[config.mk]
export PLATFORM = sky130hd
export DESIGN_NAME = ttl_bus_driver
export DESIGN_NICKNAME = d
export VERILOG_FILES = /design/src/rtl/ttl_bus_driver.sv
export SDC_FILE = /design/constraint.sdc
export NUM_CORES = 1
export LEC_CHECK = 0
export CORE_AREA = 3 3 40 42
export DETAILED_ROUTE_END_ITERATION = 8
export DIE_AREA = 0 0 43 45
export SLEW_MARGIN = 20
export SYNTH_ARGS = -nofsm -noshare
export SYNTH_HDL_FRONTEND = slang
export SYNTH_SLANG_ARGS = --single-unit
[constraint.sdc]
create_clock -name vclk -period 0.8
set_clock_uncertainty 0.2 [all_clocks]
set_input_delay 0.08 -clock vclk [all_inputs]
set_output_delay 0.08 -clock vclk [all_outputs]
set_load 0.02 [all_outputs]
[src/rtl/ttl_bus_driver.sv]
// rtl/ttl_bus_driver.sv - parametrised '244/'374/'373 bus driver with float value; optional open-bus decay under BUS_DECAY_EN
module ttl_bus_driver #(
    parameter int unsigned      WIDTH        = 4,
    parameter int unsigned      CHANNELS     = 2,
    parameter int unsigned      MODE         = 0,
    parameter logic [WIDTH-1:0] FLOAT_VALUE  = {WIDTH{1'b1}},
    parameter int unsigned      DECAY_CYCLES = 16
) (
    input  logic                      clk,
    input  logic                      n_reset,
    input  logic [CHANNELS-1:0]       n_oe,
    input  logic                      ttl_clk,
    input  logic                      le,
    input  logic [CHANNELS*WIDTH-1:0] a,
    output logic [CHANNELS*WIDTH-1:0] y,
    output logic [CHANNELS-1:0]       y_drv
);

    logic                      r_ttl_clk_d;
    logic [CHANNELS*WIDTH-1:0] r_q;
    logic                      w_ttl_rise;
    logic [CHANNELS*WIDTH-1:0] w_d;
    logic [CHANNELS*WIDTH-1:0] w_float;

    assign w_ttl_rise = ttl_clk & ~r_ttl_clk_d;

    // Stored value: '374 captures on the emulated clock rising edge, '373 follows a while le is high
    always_ff @(posedge clk) begin
        if (!n_reset) begin
            r_ttl_clk_d <= 1'b0;
            r_q         <= '0;
        end else begin
            r_ttl_clk_d <= ttl_clk;
            if ((MODE == 1 && w_ttl_rise) || (MODE == 2 && le)) begin
                r_q <= a;
            end
        end
    end

    // Driven value per emulated part; the latch is transparent while le is high
    always_comb begin
        case (MODE)
            1:       w_d = r_q;
            2:       w_d = le ? a : r_q;
            default: w_d = a;
        endcase
    end

`ifdef BUS_DECAY_EN
    localparam int unsigned      CNT_W    = (DECAY_CYCLES > 0) ? $clog2(DECAY_CYCLES + 1) : 1;
    localparam logic [CNT_W-1:0] CNT_LOAD = CNT_W'(DECAY_CYCLES);

    logic [CHANNELS*WIDTH-1:0] r_hold;
    logic [CHANNELS*CNT_W-1:0] r_cnt;

    // Remember the last driven value and count down the open-bus hold time once disabled
    always_ff @(posedge clk) begin
        if (!n_reset) begin
            r_hold <= '0;
            r_cnt  <= '0;
        end else begin
            for (int c = 0; c < CHANNELS; c++) begin
                if (!n_oe[c]) begin
                    r_hold[c*WIDTH +: WIDTH] <= w_d[c*WIDTH +: WIDTH];
                    r_cnt[c*CNT_W +: CNT_W]  <= CNT_LOAD;
                end else if (r_cnt[c*CNT_W +: CNT_W] != '0) begin
                    r_cnt[c*CNT_W +: CNT_W]  <= r_cnt[c*CNT_W +: CNT_W] - CNT_W'(1);
                end
            end
        end
    end

    // A disabled channel shows its held value until the counter expires, then floats
    always_comb begin
        w_float = '0;
        for (int c = 0; c < CHANNELS; c++) begin
            w_float[c*WIDTH +: WIDTH] = (r_cnt[c*CNT_W +: CNT_W] != '0) ? r_hold[c*WIDTH +: WIDTH]
                                                                          : FLOAT_VALUE;
        end
    end
`else
    logic w_unused_decay;
    assign w_unused_decay = |DECAY_CYCLES;

    // Without decay a disabled channel floats immediately
    always_comb begin
        w_float = {CHANNELS{FLOAT_VALUE}};
    end
`endif

    // Per-channel output enable gating, combinational from n_oe
    always_comb begin
        y     = '0;
        y_drv = ~n_oe;
        for (int c = 0; c < CHANNELS; c++) begin
            y[c*WIDTH +: WIDTH] = n_oe[c] ? w_float[c*WIDTH +: WIDTH] : w_d[c*WIDTH +: WIDTH];
        end
    end

endmodule

==> key figures, run 1 <==
Critical path
  – Max FO, Critical Path: 5
  – Arrival time at the worst endpoint: 0.54 ns
  – Endpoint type of the worst setup path: primary output
  – Setup crit end: y[4]
  – CP startpoint kind: input pin
  – Type of the worst setup path: in2out
  – Worst endpoint required time: 0.52 ns
  – Worst path cell trace: buf_8 > or2_1 > buf_6
  – Slowest Stage Delay on Critical Path: ~0.23 ns
  – Slowest CP cell: or2_1
  – CP Launch Point: n_oe[1]

Die
  – Core area: 0.00128 sq mm
  – Die width: 43 microns
  – Total die area: 0.00194 sq mm
  – Die height: ~45 microns
  – Initial Utilization: 4.48%
  – Ports: 24
  – Rows: 13

Routing
  – Drt pass-1 iters: 1
  – Routed length per instance: 8.16 microns
  – Via/cell ratio: between 2 and 3
  – Detailed Route WL: between 300 and 400 microns
  – DRC Markers: 0
  – Post-DRT Antenna Nets: 0
  – DRT iter0 DRCs: 0
  – Vias post-DR: 126

Finish
  – Layout Utilization: 23.1%
  – CLK BUF: 0
  – Sequential cell count: 0
  – Layout cell share with drive strength beyond 1: 66.7%
  – Synth-to-layout area growth: 415%
  – Design area: 297 sq um
  – NumNets Final: 46
  – Ant. Diodes: 0
  – Register area: 0 sq um

Yosys
  – Mean area per synthesized cell: 5.76 sq um
  – Most numerous cell in the Yosys netlist: or2_1
  – Sequential share of the synthesized area: 0%
  – Synth area leaders: or2_1 (87%), inv_1 (13%)
  – Most frequent cells after synthesis: or2_1 (8), inv_1 (2)
  – Synth area leader: or2_1
  – Syn Nets: 24
  – Mapped cell area: 57.6 sq um
  – Share of the synthesized area in the top cell type: 87.0%
  – Netlist cell types: 2
  – Synth Warn #: 0
  – Cells after Synth: 10

Global route
  – GR Overflow Total: 0
  – Busiest grt layer: met2
  – GRT Util Overall: 3.32%
  – Pin count of the biggest net entering global routing: 6
  – Met1 GRT Util: 3.81%
  – First-pass GRT wire length: 524 microns
  – Met2 Use GR: 7.19%
  – Met3 usage: 0%
  – Vias in the first global route: 120
  – Initial antenna violation count: 0

Power and ir drop
  – Power per cell area: 553 mW/mm^2
  – Leakage: 0.145 nW
  – Worst VDD drop: ~140 uV

Run
  – Max-Cap Viols: 0

Timing
  – Fin. Hold Viols: 0
  – RSZ-0062 raised after global routing: yes
  – Final WS setup: -0.0213 ns
  – Slew margin rel.: 92.0%
  – Finish-stage setup viols: 8
  – Worst slew pin tran: 0.120 ns
  – Fin. max-slew vios: 0
  – Final Cycle Share: 103%
  – Final Critical Period: 0.821 ns
  – FMAX: 1220 MHz
  – WHS: 0.202 ns

Worst hold path
  – Hold WC Path Type: in2out
  – Hold Crit Start: n_oe[0]

Place
  – Placed cell areas: 277 sq um
  – Pre-CTS WS: -0.815 ns
  – GPL Wtd Cong: a little over 0.6
  – # port buffers: 20

Clocking
  – Post-CTS setup buffers: 0

Outcome
  – Status: finished with violations
  – Failing checks: setup timing
logic make-up after synthesis:
| logic type | Yosys count | synth area share [%] |
|---|---|---|
| and+or+nand+nor | 8 | 87.0 |
| buffers and inverters | 2 | 13.0 |
repair_timing:
action / CTS / global route
gates cloned: 0 / 0
gates resized for setup: 94 / 4
hold buffers: 0 / 0
setup endpoints to repair: 10 / 10
pin swaps: 8 / 1
layout by cell type, fill, tap and decap left out, drive strengths merged:
cell type	synthesis	layout
inv	2	2
clkbuf	0	2
or2	8	8
buf	0	18
layout make-up:
| type | count | area, sq um |
|---|---|---|
| timing repair buffer | 20 | 220 |
| fill | 152 | 988 |
| inverter | 2 | 7.51 |
| tap | 15 | 18.8 |
| multi-input combinational | 8 | 50.0 |
critical path: cells and delay by family:
| kind | cells | cell delay (ns) |
|---|---|---|
| buffers and inverters | 2 | 0.23 |
| and+or+nand+nor | 1 | 0.23 |
worst min path at each step:
stage / endpoint / slack, ns / cells after the start
after floorplan: y_drv[0] / 0.04 / 1
after global placement: y_drv[1] / 1.06 / 3
after detailed placement: y_drv[0] / 1.06 / 3
after CTS: y[7] / 0.24 / 3
after global routing: y_drv[0] / 0.22 / 3
final: y_drv[0] / 0.20 / 3
power by group:
| group | internal (mW) | total (mW) | switching, mW |
|---|---|---|---|
| clock | 0 | 0 | 0 |
| sequential | 0 | 0 | 0 |
| combinational | 0.102 | 0.164 | 0.0619 |
through the flow:
| step | cells | TNS, ns | total power [mW] |
|---|---|---|---|
| floorplan | 10 | 0 | 0.0516 |
| global placement | 45 | -7.74 | 0.155 |
| detailed placement | 45 | -7.79 | 0.154 |
| CTS | 45 | -0.0696 | 0.165 |
| global route | 45 | -0.167 | 0.173 |
| finish | 45 | -0.0672 | 0.164 |
routing by layer:
metal	vias to the layer above	part of all wire, %
met5	-	0
met4	0	0
met3	0	2.7
met2	4	66
met1	54	31
li1	68	-
Note: power is estimated with default switching activity, not from simulation.
==> run 2, diff against run 1 <==
--- a/config.mk
+++ b/config.mk
@@ -8,6 +8,8 @@
 export CORE_AREA = 3 3 40 42
 export DETAILED_ROUTE_END_ITERATION = 8
 export DIE_AREA = 0 0 43 45
+export GPL_TIMING_DRIVEN = 0
+export REMOVE_ABC_BUFFERS = 1
 export SLEW_MARGIN = 20
 export SYNTH_ARGS = -nofsm -noshare
 export SYNTH_HDL_FRONTEND = slang
==> constraint.sdc (replaced) <==
create_clock -name vclk -period 0.8
set_clock_uncertainty 0.2 [all_clocks]
set_input_delay 0.16 -clock vclk [all_inputs]
set_output_delay 0.16 -clock vclk [all_outputs]
set_load 0.02 [all_outputs]
==> run 2 against run 1 <==
  * The run still ends with setup timing left
  * Final area is 0.42% higher
  * Fmax is 16% lower
  * Non-clock buffer count did not move
  * Count of clock-buffer cells in the layout is the same
  * Power increased by 0.71%
  * Worst setup slack got worse by 0.16 ns
  * Die area did not move
  * Combinational power barely moved
  * First-iteration DRC count did not move
  * Final cell count is the same
  * Critical endpoint is now y[3]
  * Largest power group unchanged
==> key figures, run 2 (synthesis results as in run 1) <==
Routing
  – Post-DRT Antenna Nets: 0 (unchanged)
  – Drt pass-1 iters: 1 (unchanged)
  – Via/cell ratio: 2.80 (unchanged)
  – Detailed Route WL: 365 microns (was 367 microns)
  – Vias post-DR: 126 (unchanged)
  – DRT iter0 DRCs: 0 (unchanged)
  – Routed length per instance: 8.11 microns (was 8.16 microns)
  – DRC Markers: 0 (unchanged)

Critical path
  – Type of the worst setup path: in2out (unchanged)
  – Slowest CP cell: or2_1 (unchanged)
  – Crit-path leading delay family: buffers and inverters (unchanged)
  – CP startpoint kind: input pin (unchanged)
  – Endpoint type of the worst setup path: primary output (unchanged)
  – Slowest Stage Delay on Critical Path: 0.23 ns (about the same)
  – Max FO, Critical Path: 5 (unchanged)
  – Worst endpoint required time: 0.44 ns (was 0.52 ns)
  – Worst path cell trace: buf_8 > or2_1 > buf_6 (unchanged)
  – Arrival time at the worst endpoint: 0.62 ns (was 0.54 ns)
  – Crit path buf inv count: 2 (unchanged)

Place
  – Placed Cells incl. Taps: 45 (unchanged)
  – # port buffers: 20 (unchanged)
  – Pre-CTS WS: -0.973 ns (was -0.815 ns)
  – GPL Wtd Cong: 0.514 (was 0.611)

Timing
  – FMAX: 1020 MHz (was 1220 MHz)
  – Slew margin rel.: 94.9% (was 92.0%)
  – Worst slew pin tran: 0.0772 ns (was 0.120 ns)
  – Final WS setup: -0.180 ns (was -0.0213 ns)
  – Final Critical Period: 0.980 ns (was 0.821 ns)
  – RSZ-0062 raised after global routing: yes (unchanged)
  – Finish-stage setup viols: 8 (unchanged)
  – Final Cycle Share: 123% (was 103%)
  – Fin. Hold Viols: 0 (unchanged)
  – Fin. max-slew vios: 0 (unchanged)

Finish
  – Sequential cell count: 0 (unchanged)
  – Layout cell share with drive strength beyond 1: 66.7% (unchanged)
  – Synth-to-layout area growth: 417% (was 415%)
  – Post-route insts no fill: 45 (unchanged)
  – Ant. Diodes: 0 (unchanged)
  – NumNets Final: 46 (unchanged)
  – CLK BUF: 0 (unchanged)
  – Layout Utilization: 23.2% (was 23.1%)
  – Register area: 0 sq um (unchanged)
  – Most frequent cells in the layout: buf_6 (17), or2_1 (8), inv_1 (2), buf_4 (2), buf_8 (1) (was buf_6 (16), or2_1 (8), inv_1 (2), buf_8 (2), clkbuf_2 (2))
  – Commonest non-fill, non-tap cell in the layout: buf_6 (unchanged)

Clocking
  – Hold Buf Count CTS: 0 (unchanged)
  – Post-CTS setup buffers: 0 (unchanged)

Power and ir drop
  – Worst VDD drop: 132 uV (was 140 uV)
  – Sw Pwr: 0.0620 mW (was 0.0619 mW)
  – Total power: 0.165 mW (was 0.164 mW)
  – Leakage: 0.145 nW (about the same)
  – Combinational share of power: 100.0% (about the same)
  – Clock power frac: 0% (about the same)
  – Power per cell area: 554 mW/mm^2 (was 553 mW/mm^2)
  – Net Sw Frac: 37.6% (was 37.8%)
  – Internal power: 0.103 mW (was 0.102 mW)
  – Seq pwr share: 0% (about the same)

Global route
  – Vias in the first global route: 115 (was 120)
  – Initial antenna violation count: 0 (unchanged)
  – GR Overflow Total: 0 (unchanged)
  – First-pass GRT wire length: 538 microns (was 524 microns)
  – GRT Util Overall: 3.40% (was 3.32%)
  – Pin count of the biggest net entering global routing: 6 (unchanged)

Die
  – Total die area: 0.00194 sq mm (unchanged)
  – Die width: 43 microns (unchanged)
  – Rows: 13 (unchanged)
  – Die height: 45 microns (unchanged)
  – Initial Utilization: 4.48% (unchanged)
  – Core area: 0.00128 sq mm (unchanged)
  – Ports: 24 (unchanged)

Run
  – Max-Cap Viols: 0 (unchanged)

Worst hold path
  – Hold WC Path Type: in2out (unchanged)

Outcome
  – Failing checks: setup timing (unchanged)
  – Status: finished with violations (unchanged)
==> run 2: changes by cell type in the layout (fill, tap and decap cells not counted), sizes merged <==
cell / delta
buf: +2
clkbuf: -2
==> run 2: cell type report <==
class,count,area (sq um)
fill,140,987
timing repair buffer,20,221
multi-input combinational,8,50.0
tap,15,18.8
inverter,2,7.51
==> run 2: final timing paths <==
path	slack, ns	depth (start not counted)	start	to
max	-0.18	3	n_oe[0]	y[3]
min	0.37	3	n_oe[0]	y_drv[0]
==> run 2: routing by layer <==
metal / vias to the layer above / GRT usage [%] / part of all wire (%)
met5: - / 0 / 0
met2: 4 / 6.59 / 62
li1: 68 / - / -
met1: 54 / 4.52 / 36
met3: 0 / 0 / 2.5
met4: 0 / 0 / 0
==> run 2: power by group through the flow <==
stage | clock network (mW) | registers, mW | logic [mW]
finish | 0 | 0 | 0.165
global route | 0 | 0 | 0.173
CTS | 0 | 0 | 0.166
detailed placement | 0 | 0 | 0.154
global placement | 0 | 0 | 0.154
floorplan | 0 | 0 | 0.0516
==> run 2: per-stage QoR <==
| stage | TNS, ns | hold WS [ns] | area, sq um |
|---|---|---|---|
| 2_1_floorplan | -0.0830 | 0.197 | 57.6 |
| 3_3_place_gp | -9.39 | 1.22 | 277 |
| 3_5_place_dp | -9.40 | 1.22 | 277 |
| 4_1_cts | -1.34 | 0.373 | 294 |
| 5_1_grt | -1.44 | 0.379 | 298 |
| 6_report | -1.34 | 0.366 | 298 |
==> run 2: repair_timing <==
| action | 4_1_cts | 5_1_grt |
|---|---|---|
| gates resized for setup | 100 | 1 |
| pin swaps | 8 | 1 |
| setup endpoints to repair | 10 | 8 |
==> run 3, diff against run 2 <==
--- a/config.mk
+++ b/config.mk
@@ -9,6 +9,7 @@
 export DETAILED_ROUTE_END_ITERATION = 8
 export DIE_AREA = 0 0 43 45
 export GPL_TIMING_DRIVEN = 0
+export PLACE_DENSITY = 0.47
 export REMOVE_ABC_BUFFERS = 1
 export SLEW_MARGIN = 20
 export SYNTH_ARGS = -nofsm -noshare
==> run 3 against run 2 <==
  * The flow still finishes with violations (setup timing)
  * Worst setup slack better by 0.0035 ns
  * Combinational power up 3%
  * Final cell count is the same
  * Utilization is 0.58 points higher
  * Die area unchanged
  * Fmax grew 0.35%
  * Critical endpoint is now y[6]
  * Largest cell class unchanged
==> key figures, run 3 (synthesis results as in run 1) <==
Critical path
  – Crit-path leading delay family: buffers and inverters (unchanged)
  – Worst path cell trace: buf_8 > or2_1 > buf_6 (unchanged)
  – Slowest CP cell: or2_1 (unchanged)
  – CP startpoint kind: input pin (unchanged)
  – Max FO, Critical Path: 5 (unchanged)
  – Levels on crit path: 3 (unchanged)
  – Type of the worst setup path: in2out (unchanged)
  – Slowest Stage Delay on Critical Path: 0.22 ns (was 0.23 ns)
  – Worst endpoint required time: 0.44 ns (about the same)
  – Endpoint type of the worst setup path: primary output (unchanged)
  – Crit path buf inv count: 2 (unchanged)
  – Arrival time at the worst endpoint: 0.62 ns (about the same)

Worst hold path
  – Hold WC Path Type: in2out (unchanged)
  – Hold Path Stages: 3 (unchanged)

Finish
  – CLK BUF: 0 (unchanged)
  – Commonest non-fill, non-tap cell in the layout: buf_6 (unchanged)
  – Area of the multi-input gates: 50.0 sq um (unchanged)
  – NumNets Final: 46 (unchanged)
  – Most frequent cells in the layout: buf_6 (17), or2_1 (8), inv_1 (2), buf_8 (2), buf_4 (1) (was buf_6 (17), or2_1 (8), inv_1 (2), buf_4 (2), buf_8 (1))
  – Layout cell share with drive strength beyond 1: 66.7% (unchanged)
  – Synth-to-layout area growth: 430% (was 417%)
  – Filler cells: 144 (was 140)
  – Sequential cell count: 0 (unchanged)
  – Register area: 0 sq um (unchanged)
  – Ant. Diodes: 0 (unchanged)
  – Design area: 305 sq um (was 298 sq um)

Global route
  – Pin count of the biggest net entering global routing: 6 (unchanged)
  – GR Overflow Total: 0 (unchanged)
  – Initial antenna violation count: 0 (unchanged)
  – Vias in the first global route: 113 (was 115)
  – First-pass GRT wire length: 558 microns (was 538 microns)
  – GRT Util Overall: 3.48% (was 3.40%)

Routing
  – DRC Markers: 0 (unchanged)
  – DRT iter0 DRCs: 0 (unchanged)
  – Drt pass-1 iters: 1 (unchanged)
  – Routed length per instance: 8.62 microns (was 8.11 microns)
  – Post-DRT Antenna Nets: 0 (unchanged)
  – Via/cell ratio: 2.98 (was 2.80)
  – Detailed Route WL: 388 microns (was 365 microns)
  – Vias post-DR: 134 (was 126)

Power and ir drop
  – Seq pwr share: 0% (about the same)
  – Leakage: 0.148 nW (was 0.145 nW)
  – Clock power frac: 0% (about the same)
  – Combinational share of power: 100.0% (about the same)
  – Power per cell area: 556 mW/mm^2 (was 554 mW/mm^2)
  – Internal power: 0.107 mW (was 0.103 mW)
  – Sw Pwr: 0.0633 mW (was 0.0620 mW)
  – Worst VDD drop: 124 uV (was 132 uV)
  – Total power: 0.170 mW (was 0.165 mW)
  – Net Sw Frac: 37.2% (was 37.6%)

Die
  – Rows: 13 (unchanged)
  – Die height: 45 microns (unchanged)
  – Die width: 43 microns (unchanged)
  – Ports: 24 (unchanged)
  – Total die area: 0.00194 sq mm (unchanged)
  – Core area: 0.00128 sq mm (unchanged)
  – Initial Utilization: 4.48% (unchanged)

Timing
  – Slew margin rel.: 95.5% (was 94.9%)
  – Worst slew pin tran: 0.0671 ns (was 0.0772 ns)
  – Final WS setup: -0.177 ns (was -0.180 ns)
  – Final Critical Period: 0.977 ns (was 0.980 ns)
  – RSZ-0062 raised after global routing: yes (unchanged)
  – Fin. Hold Viols: 0 (unchanged)
  – Final Cycle Share: 122% (was 123%)
  – FMAX: 1020 MHz (about the same)
  – Fin. max-slew vios: 0 (unchanged)
  – Finish-stage setup viols: 8 (unchanged)

Place
  – # port buffers: 20 (unchanged)
  – Pre-CTS WS: -0.994 ns (was -0.973 ns)
  – Placed cell areas: 277 sq um (unchanged)
  – GPL Wtd Cong: 0.621 (was 0.514)

Clocking
  – Hold Buf Count CTS: 0 (unchanged)
  – Post-CTS setup buffers: 0 (unchanged)

Outcome
  – Failing checks: setup timing (unchanged)
  – Status: finished with violations (unchanged)

Run
  – Max-Cap Viols: 0 (unchanged)
[run 3: worst paths after layout]
| check | startpoint | to | slack, ns |
|---|---|---|---|
| setup / recovery | n_oe[1] | y[6] | -0.18 |
| hold / removal | n_oe[0] | y_drv[0] | 0.36 |
[run 3: routing by layer]
layer / vias up / wire [microns] / track usage, %
met5: - / 0 / 0
met4: 0 / 0 / 0
met3: 0 / 0 / 0
met2: 0 / 264 / 7.19
met1: 65 / 124 / 4.29
li1: 69 / - / -
[run 3: timing repair]
| item | in CTS | in global routing |
|---|---|---|
| gates resized for setup | 101 | 3 |
| pin swaps | 8 | 1 |
| hold endpoints to repair | 0 | 0 |
| cloned | 0 | 0 |
| endpoints found under the setup margin | 10 | 9 |
[run 3: power groups by stage]
| stage | clock network, mW | logic [mW] | registers [mW] |
|---|---|---|---|
| floorplan | 0 | 0.0516 | 0 |
| global placement | 0 | 0.153 | 0 |
| detailed placement | 0 | 0.155 | 0 |
| CTS | 0 | 0.166 | 0 |
| global route | 0 | 0.178 | 0 |
| finish | 0 | 0.170 | 0 |
[run 3: stage by stage]
step                hold WS [ns]  utilization [%]  TNS, ns  cells
finish                     0.357             23.8    -1.33     45
global route               0.366             23.8    -1.45     45
CTS                        0.374             22.9    -1.33     45
detailed placement          1.23             21.5    -9.52     45
global placement            1.23             21.5    -9.49     45
floorplan                  0.197                -  -0.0830     10
[run 3: worst min-delay path: cells and delay by family]
family	cells	cell delay, ns
buffers and inverters	3	0.24
[run 3: layout make-up]
class              instances  share of cell area (%)
repair buffers            20                    75.0
multi-input cells          8                    16.4
well taps                 15                    6.15
inverters                  2                    2.46
